[src/rtl/ucsbece154b_icache_if.sv]
// Fetch-side and refill-side signals of the instruction cache.
// slave: the cache; master: fetch stage plus instruction memory.
interface ucsbece154b_icache_if;
    logic        read_enable;
    logic [31:0] read_address;
    logic [31:0] instruction;
    logic        ready;
    logic [31:0] mem_read_address;
    logic        mem_read_request;
    logic [31:0] mem_data_in;
    logic        mem_data_ready;

    modport slave (
        input  read_enable,
        input  read_address,
        input  mem_data_in,
        input  mem_data_ready,
        output instruction,
        output ready,
        output mem_read_address,
        output mem_read_request
    );

    modport master (
        output read_enable,
        output read_address,
        output mem_data_in,
        output mem_data_ready,
        input  instruction,
        input  ready,
        input  mem_read_address,
        input  mem_read_request
    );
endinterface

[src/rtl/ucsbece154b_icache.sv]
// 2-way set-associative read-only instruction cache with combinational hits
// and a single-block burst refill on miss.
module ucsbece154b_icache #(
    parameter int unsigned NUM_SETS    = 8,
    parameter int unsigned BLOCK_WORDS = 4
) (
    input logic                  clk,
    input logic                  reset,
    ucsbece154b_icache_if.slave  bus
);

    localparam int unsigned OffW = $clog2(BLOCK_WORDS);
    localparam int unsigned IdxW = $clog2(NUM_SETS);
    localparam int unsigned TagW = 32 - OffW - IdxW - 2;
    localparam logic [31:0] Nop  = 32'h0000_0013;

    typedef enum logic [1:0] {StIdle, StReq, StFill} state_e;

    state_e              state_q;
    logic [NUM_SETS-1:0] valid_q [2];
    logic [TagW-1:0]     tag_q   [2][NUM_SETS];
    logic [31:0]         data_q  [2][NUM_SETS][BLOCK_WORDS];
    logic [NUM_SETS-1:0] lru_q;
    logic [OffW-1:0]     cnt_q;
    logic [IdxW-1:0]     fill_idx_q;
    logic [TagW-1:0]     fill_tag_q;
    logic                victim_q;
    logic [31:0]         mem_addr_q;
    logic                mem_req_q;

    logic [IdxW-1:0] idx;
    logic [OffW-1:0] off;
    logic [TagW-1:0] tag;
    logic            hit0;
    logic            hit1;
    logic            hit;
    logic            hit_way;
    logic            victim;
    logic            lookup_hit;

    always_comb begin
        idx     = bus.read_address[OffW+2 +: IdxW];
        off     = bus.read_address[2 +: OffW];
        tag     = bus.read_address[31 -: TagW];
        hit0    = valid_q[0][idx] && (tag_q[0][idx] == tag);
        hit1    = valid_q[1][idx] && (tag_q[1][idx] == tag);
        hit     = hit0 || hit1;
        hit_way = hit1;
        // Fill empty ways first; only fall back to LRU once the set is full.
        if (!valid_q[0][idx]) begin
            victim = 1'b0;
        end else if (!valid_q[1][idx]) begin
            victim = 1'b1;
        end else begin
            victim = lru_q[idx];
        end
        lookup_hit = !reset && (state_q == StIdle) && hit;
    end

    assign bus.ready            = !reset && (!bus.read_enable || lookup_hit);
    assign bus.instruction      = lookup_hit ? data_q[hit_way][idx][off] : Nop;
    assign bus.mem_read_address = mem_addr_q;
    assign bus.mem_read_request = mem_req_q;

    always_ff @(posedge clk) begin
        if (reset) begin
            state_q    <= StIdle;
            valid_q[0] <= '0;
            valid_q[1] <= '0;
            lru_q      <= '0;
            cnt_q      <= '0;
            fill_idx_q <= '0;
            fill_tag_q <= '0;
            victim_q   <= 1'b0;
            mem_addr_q <= '0;
            mem_req_q  <= 1'b0;
        end else begin
            unique case (state_q)
                StIdle: begin
                    if (bus.read_enable) begin
                        if (hit) begin
                            lru_q[idx] <= ~hit_way;
                        end else begin
                            mem_addr_q <= {bus.read_address[31:OffW+2], {(OffW+2){1'b0}}};
                            fill_idx_q <= idx;
                            fill_tag_q <= tag;
                            victim_q   <= victim;
                            mem_req_q  <= 1'b1;
                            state_q    <= StReq;
                        end
                    end
                end
                StReq: begin
                    mem_req_q <= 1'b0;
                    state_q   <= StFill;
                end
                StFill: begin
                    if (bus.mem_data_ready) begin
                        data_q[victim_q][fill_idx_q][cnt_q] <= bus.mem_data_in;
                        if (cnt_q == OffW'(BLOCK_WORDS - 1)) begin
                            valid_q[victim_q][fill_idx_q] <= 1'b1;
                            tag_q[victim_q][fill_idx_q]   <= fill_tag_q;
                            lru_q[fill_idx_q]             <= ~victim_q;
                            cnt_q                         <= '0;
                            state_q                       <= StIdle;
                        end else begin
                            cnt_q <= cnt_q + 1'b1;
                        end
                    end
                end
                default: state_q <= StIdle;
            endcase
        end
    end

endmodule

[src/flat_wrapper.sv]
// flat-port wrapper written by rule: the top's interface ports become plain ports
module ucsbece154b_icache_flat 
#(
    parameter int unsigned NUM_SETS    = 8,
    parameter int unsigned BLOCK_WORDS = 4
)
  (clk, reset, bus_read_enable, bus_read_address, bus_mem_data_in, bus_mem_data_ready, bus_instruction, bus_ready, bus_mem_read_address, bus_mem_read_request);
  ucsbece154b_icache_if bus_i ();
  input logic clk;
  input logic reset;
  input wire logic [$bits(bus_i.read_enable)-1:0] bus_read_enable;
  input wire logic [$bits(bus_i.read_address)-1:0] bus_read_address;
  input wire logic [$bits(bus_i.mem_data_in)-1:0] bus_mem_data_in;
  input wire logic [$bits(bus_i.mem_data_ready)-1:0] bus_mem_data_ready;
  output wire logic [$bits(bus_i.instruction)-1:0] bus_instruction;
  output wire logic [$bits(bus_i.ready)-1:0] bus_ready;
  output wire logic [$bits(bus_i.mem_read_address)-1:0] bus_mem_read_address;
  output wire logic [$bits(bus_i.mem_read_request)-1:0] bus_mem_read_request;
  assign bus_i.read_enable = bus_read_enable;
  assign bus_i.read_address = bus_read_address;
  assign bus_i.mem_data_in = bus_mem_data_in;
  assign bus_i.mem_data_ready = bus_mem_data_ready;
  assign bus_instruction = bus_i.instruction;
  assign bus_ready = bus_i.ready;
  assign bus_mem_read_address = bus_i.mem_read_address;
  assign bus_mem_read_request = bus_i.mem_read_request;
  ucsbece154b_icache #(.NUM_SETS(NUM_SETS), .BLOCK_WORDS(BLOCK_WORDS)) u_core (.clk(clk), .reset(reset), .bus(bus_i));
endmodule
[config.mk]
export PLATFORM = sky130hd
export DESIGN_NAME = ucsbece154b_icache_flat
export DESIGN_NICKNAME = d
export VERILOG_FILES = /design/src/rtl/ucsbece154b_icache_if.sv /design/src/rtl/ucsbece154b_icache.sv /design/src/flat_wrapper.sv
export SDC_FILE = /design/constraint.sdc
export NUM_CORES = 2
export LEC_CHECK = 0
export CAP_MARGIN = 25
export CELL_PAD_IN_SITES_DETAIL_PLACEMENT = 0
export CELL_PAD_IN_SITES_GLOBAL_PLACEMENT = 2
export CORE_UTILIZATION = 32
export CTS_BUF_LIST = sky130_fd_sc_hd__clkbuf_16
export DETAILED_ROUTE_END_ITERATION = 10
export PLACE_DENSITY = 0.63
export SYNTH_ARGS = -nofsm -noshare
export SYNTH_HDL_FRONTEND = slang
export SYNTH_SLANG_ARGS = --single-unit
[constraint.sdc]
create_clock -name clk -period 13.9 [get_ports clk]
set_input_delay 2.085 -clock clk [delete_from_list [all_inputs] [get_ports clk]]
set_output_delay 2.085 -clock clk [all_outputs]
set_load 0.02 [all_outputs]
## Yosys cells after proc, flatten, opt, wreduce, memory -nomap -nowiden

Memory sizes are Yosys's and may differ from the RTL's.
Cells that the tools add are included.

| cells by class | value |
|---|---|
| add/subtract/negate cells | 1 |
| magnitude comparators | 10 |
| equal/unequal tests | 10 |
| multiplexer cells | 62 |
| bitwise logic cells | 7 |
| reduce and logical (&&, ||, !) cells | 22 |

Operators with widths:

| cell | count |
|---|---|
| $mux 1024 | 1 |
| $bmux 128 s3 | 1 |
| $demux 128 s3 | 1 |
| $mux 128 | 3 |
| $mux 200 | 1 |
| $bmux 25 s3 | 2 |
| $mux 32 | 4 |
| $mux 25 | 5 |
| $demux 25 s3 | 1 |
| $bmux 32 s2 | 1 |
| $demux 32 s2 | 1 |
| $mux 8 | 7 |
| $eq 25x25->1 | 2 |
| $mux 1 | 19 |
| $bwmux 8 | 2 |
| $pmux 8 s2 | 1 |
| $mux 2 | 5 |
| $bmux 1 s3 | 3 |
| $logic_and 1x1->1 | 9 |
| $ge 4x4->1 const B | 2 |
| $lt 3x4->1 const B | 2 |
| $not 3->4 | 2 |
| $reduce_or 8->1 | 1 |
| $demux 1 s3 | 2 |
| other kinds (21) | 34 |

| storage, ports and cells | value |
|---|---|
| register bits after elaboration | 70 |
| memory bits (writable) | 2,464 |
| input port bits | 68 |
| output and inout port bits | 66 |
| word-level logic and storage cells | 123 |
| memories | 3 |

Memory list:

| memory | words | width | rd ports | clocked after Yosys merged registers in | wr ports | line | RTL |
|---|---|---|---|---|---|---|---|
| u_core.data_q | 2 | 1,024 | 1 | 0 | 1 | ucsbece154b_icache.sv:22 | `logic [31:0] data_q [2][NUM_SETS][BLOCK_WORDS];` |
| u_core.tag_q | 2 | 200 | 2 | 0 | 1 | ucsbece154b_icache.sv:21 | `logic [TagW-1:0] tag_q [2][NUM_SETS];` |
| u_core.valid_q | 2 | 8 | 2 | 0 | 2 | ucsbece154b_icache.sv:20 | `logic [NUM_SETS-1:0] valid_q [2];` |

## Depth between registers and ports, before layout

An unclocked memory read counts as a cell.

| logic depth | value |
|---|---|
| depth in word-level cells | 14 |
| gate-level depth with buffers | 21 |

## Worst setup path after synthesis

OpenSTA, ideal clock, no wires.

| timing path | value |
|---|---|
| path kind | input-to-output |
| from | input bus_read_address[4] |
| to | output bus_instruction[16] |
| arrival time | 5.598 ns |
| path slack | 6.217 ns |
| stages | 18 |
| buffers on the path | 7 |
| cell sequence | buf_6 > buf_6 > buf_6 > mux2i_1 > o22ai_1 > or3_1 > a22oi_1 > nand4_1 > nor4_1 > buf_4 > buf_12 > buf_12 > buf_8 > nand2_1 > nand2_1 > o21ai_1 > or4_1 > a311oi_1 |

| between the ends | value |
|---|---|
| cells in the longest elaborated chain, start to end | 14 |
| elaborated cells between the ends (all ways) | 25 |

Ends and longest elaborated chain:

| item | line | RTL |
|---|---|---|
| from (decl) | flat_wrapper.sv:12 | `input wire logic [$bits(bus_i.read_address)-1:0] bus_read_address;` |
| $not 3->4 (not written as such) | ucsbece154b_icache.sv:45, ucsbece154b_icache.sv:46, ucsbece154b_icache.sv:61 |  |
| $bmux 25 s3 | ucsbece154b_icache.sv:46 | `hit1 = valid_q[1][idx] && (tag_q[1][idx] == tag);` |
| $mux 25 (not written as such) (2 in a row) | ucsbece154b_icache.sv:46 |  |
| $eq 25x25->1 | ucsbece154b_icache.sv:46 |  |
| $logic_and 1x1->1 | ucsbece154b_icache.sv:46 |  |
| $mem_v2 2x1024 | n/a |  |
| $bmux 128 s3 | ucsbece154b_icache.sv:61 | `assign bus.instruction = lookup_hit ? data_q[hit_way][idx][off] : Nop;` |
| $mux 128 (not written as such) (2 in a row) | ucsbece154b_icache.sv:61 |  |
| $bmux 32 s2 | ucsbece154b_icache.sv:61 |  |
| $mux 32 (not written as such) (2 in a row) | ucsbece154b_icache.sv:61 |  |
| $mux 32 * | ucsbece154b_icache.sv:61 |  |
| to (decl) | flat_wrapper.sv:15 | `output wire logic [$bits(bus_i.instruction)-1:0] bus_instruction;` |

Every way passes the cells marked *; elsewhere a longest branch is shown, timed or not. The select of a mux whose other input is x is not followed.

## Worst setup path in the final report

| timing path | value |
|---|---|
| from | input bus_read_address[4] |
| to | output bus_instruction[11] |

Same word-level chain as after synthesis.

==> results_dict.tcl <==
set metrics [dict create \
    run_status "complete, no violations" \
    final_min_period_over_clock_period 0.806 \
    proportion_of_total_power_due_to_net_switching 0.214 \
    die_height_um 552 \
    clock-root-buffer "clkbuf_16" \
    via_count 50900 \
    number_of_routed_nets_with_antenna_violations 0 \
    leakagePower_nw 35.3 \
    data_arrival_time_of_the_worst_path_ns 9.11 \
    clock_tree.buffer_depth 4 \
    floorplan.initialDensity 0.322 \
    crit-reg2reg-capture "u_core.fill_idx_q[0]$_SDFFE_PP0P_" \
    die_width_um 552 \
    grt_setup_unrepaired "false" \
    fin_hold_ws_ns 0.452 \
    post_synth_inst_count 4906 \
    post_cts_hold_buffer_count 0 \
    number_of_enable_type_register_cells_in_the_synthesized_netlist 2448 \
    critPathKind "primary input to primary output" \
    final_period_minus_worst_setup_slack_ns 11.20 \
    number_of_buffers_inserted_to_repair_setup_after_cts 0 \
    fp-row-count 201 \
    power.clock.fraction 0.435 \
    core_region_area_mm2 0.300 \
    r2r_cells 13 \
    floorplan.io_pins 134 \
    routed_wl_mm 300 \
    route.detailed.drc 0 \
    post_route_cells_drive_above_1_share 0.210 \
    relSlewSlack 0.279 \
    synth_top_flop_cell "edfxtp_1" \
    yosys_warnings 0 \
    p_per_area_mw_per_mm2 141 \
    ctsHtreeMaxLevel 5 \
    detailedRoute.firstPassIterationCount 6 \
    netlist-cell-type-count 75 \
    total_half_perimeter_wirelength_after_legalization_and_detailed_placement_mm 165 \
    post_synth.cell_area_avg_um2 19.7 \
    post_drt_wl_per_cell_um 32.0 \
    critical_path_peak_fanout 81 \
    fmaxAchievable_mhz 89.3 \
    grt_remaining_overflow 0 \
    cts_buffers 271 \
    timing.final.setup_violations 0 \
    synth-seq-area-share 0.772 \
    grt_max_degree 98 \
    vdd_ir_drop_max_mv 0.0931 \
    area_growth_syn_to_layout_pct 16.1 \
    gp_congestion 0.766 \
    cts_tree "yes" \
    critPathCapture "bus_instruction[11]" \
    grt_first_pass_wirelength_mm 409 \
    clk_latency_ns 0.87 \
    multi_input_comb_area_mm2 0.0210 \
    cap_violations 0 \
    worst_setup_path_start_kind "primary input" \
    async_reset_ff_frac 0 \
    power.switching_w 0.00338 \
    cts.sinks 2506 \
    slew_violations 0 \
    ctsResizeCount 0 \
    worstHoldPathType "flop to flop" \
    fin_tns_setup_ns 0 \
    fillers 27500 \
    post_synthesis_register_bit_count 2506 \
    nets 5312 \
    drt-vias-per-instance 5.41 \
    synth_area_mm2 0.0968 \
    worstSetupEndpointType "primary output" \
    cts.clk_slew.worst_paths_ns 0.06 \
    critPathRequiredTime_ns 11.81 \
    intPower_w 0.0124 \
    worst_pin_slew_ns 1.07 \
    initial_antenna_violation_count 32 \
    register_area_mm2 0.0747 \
    placement.io_buffers 127 \
    die_area_mm2 0.305 \
    r2r-start "u_core.tag_q[1][28]$_DFFE_PP_" \
    via_count_of_the_first_global_routing_pass 50300 \
    timing.final.hold_violations 0 \
    crit_start "bus_read_address[4]" \
    r2r_slack_ns 9.57 \
    pwr-share-comb 0.038 \
    detailedRoute.firstIterationViolations 5975 \
    share_seq_of_total_power 0.527 \
    worst_clock_skew_ns 0.0799 \
    grt_usage 0.194 \
]
## cells by family after synthesis
family | after synthesis | share of synthesized area
XOR/XNOR | 37 | 0.00335
multiplexers | 739 | 0.130
flip-flops | 2506 | 0.772
AND/OR/NAND/NOR | 769 | 0.0332
buffers and inverters | 299 | 0.0184
AO/OA/AOI/OAI | 551 | 0.0432
adder cells (fa/ha/maj) | 4 | 0.000517
other | 1 | 0.0000388
## registers in the layout, indices dropped and copies added (netlist names)
| name | cells |
|---|---|
| u_core.bus.mem_read_address | 2 |
| u_core.bus.mem_read_request | 1 |
| u_core.cnt_q | 2 |
| u_core.data_q | 2048 |
| u_core.fill_idx_q | 2 |
| u_core.fill_tag_q | 24 |
| u_core.lru_q | 8 |
| u_core.state_q | 2 |
| u_core.tag_q | 400 |
| u_core.valid_q | 16 |
| u_core.victim_q | 1 |
## layout by cell type (no fill, tap or decap), types with 35 or more instances in the layout
| cell type | synthesis | final |
|---|---|---|
| clkinv_1 | 3 | 58 |
| mux2i_1 | 299 | 299 |
| a21oi_1 | 49 | 49 |
| dfxtp_1 | 58 | 58 |
| buf_12 | 7 | 36 |
| a31oi_1 | 35 | 35 |
| buf_4 | 46 | 172 |
| edfxtp_1 | 2448 | 2448 |
| mux4_2 | 407 | 407 |
| a32oi_1 | 68 | 68 |
| a221oi_1 | 46 | 46 |
| clkdlybuf4s50_1 | 0 | 89 |
| o22ai_1 | 83 | 83 |
| nor2_4 | 0 | 89 |
| nand2_1 | 387 | 385 |
| clkbuf_16 | 0 | 279 |
| nor2_1 | 231 | 142 |
| a22oi_1 | 51 | 51 |
| buf_2 | 35 | 36 |
| inv_1 | 9 | 85 |
## cells in the mapped netlist, types with 46 or more instances
master,n,area share
edfxtp_1,2448,0.76
mux4_2,407,0.095
nand2_1,387,0.015
mux2i_1,299,0.031
nor2_1,231,0.0090
clkbuf_1,144,0.0056
o22ai_1,83,0.0054
a32oi_1,68,0.0062
dfxtp_1,58,0.012
a22oi_1,51,0.0040
a21oi_1,49,0.0025
a221oi_1,46,0.0042
buf_4,46,0.0036
## through the flow
| stage | util | total power [W] | area, um2 | setup WS [ns] | cells |
|---|---|---|---|---|---|
| 2_1_floorplan | - | 0.00873 | 96800 | 6.22 | 4909 |
| 3_3_place_gp | 0.344 | 0.00906 | 103000 | 2.56 | 8887 |
| 3_5_place_dp | 0.344 | 0.00907 | 103000 | 2.59 | 8896 |
| 4_1_cts | 0.372 | 0.0159 | 112000 | 2.55 | 9363 |
| 5_1_grt | 0.374 | 0.0162 | 112000 | 2.52 | 9393 |
| 6_report | 0.374 | 0.0158 | 112000 | 2.70 | 9396 |
## worst min-delay path by stage
stage / cells past startpoint / to / startpoint / slack (ns)
final: 1 / u_core.valid_q[1][1]$_DFF_P_ / u_core.valid_q[1][1]$_DFF_P_ / 0.45
after global routing: 1 / u_core.valid_q[0][5]$_DFF_P_ / u_core.valid_q[0][5]$_DFF_P_ / 0.47
after CTS: 1 / u_core.valid_q[1][1]$_DFF_P_ / u_core.valid_q[1][1]$_DFF_P_ / 0.45
after detailed placement: 1 / u_core.valid_q[1][1]$_DFF_P_ / u_core.valid_q[1][1]$_DFF_P_ / 0.44
after global placement: 1 / u_core.valid_q[0][7]$_DFF_P_ / u_core.valid_q[0][7]$_DFF_P_ / 0.43
after floorplan: 1 / u_core.valid_q[0][4]$_DFF_P_ / u_core.valid_q[0][4]$_DFF_P_ / 0.42
## critical path, cell delays in order
cell and delay (ns):
buf_8 0.57, buf_4 0.74, mux4_2 0.59, a21oi_1 0.21, xor2_1 0.25, nand4_1 0.19
or4_4 0.88, o41ai_4 0.15, buf_4 0.24, nand3_2 0.24, buf_4 0.34, nor2_2 0.46
buf_4 0.33, a22oi_1 0.13, a2bb2oi_1 0.70, clkdlybuf4s50_1 0.80
## cell type report
class                   instances  share of cell area
diodes                          4           0.0000891
clock buffers                 279              0.0622
clock inverters               188              0.0118
inverters                      13            0.000479
multi-input cells            2104               0.187
flip-flops and latches       2506               0.665
well taps                    3958              0.0441
repair buffers                344              0.0293
## power by group through the flow
stage	Combinational, W	Sequential (W)	Clock (W)
after floorplan	0.000246	0.00848	0
after global placement	0.000564	0.00849	0
after detailed placement	0.000578	0.00850	0
after CTS	0.000579	0.00833	0.00700
after global routing	0.000626	0.00833	0.00727
final	0.000597	0.00833	0.00687
## metal layers
metal / GRT usage / share of wire / up-vias
li1: - / - / 20800
met1: 0.269 / 0.43 / 27600
met2: 0.313 / 0.47 / 1967
met3: 0.0384 / 0.073 / 401
met4: 0.0503 / 0.025 / 4
met5: 0 / 0.000090 / -
No activity file was read; power rests on OpenSTA's default activity.
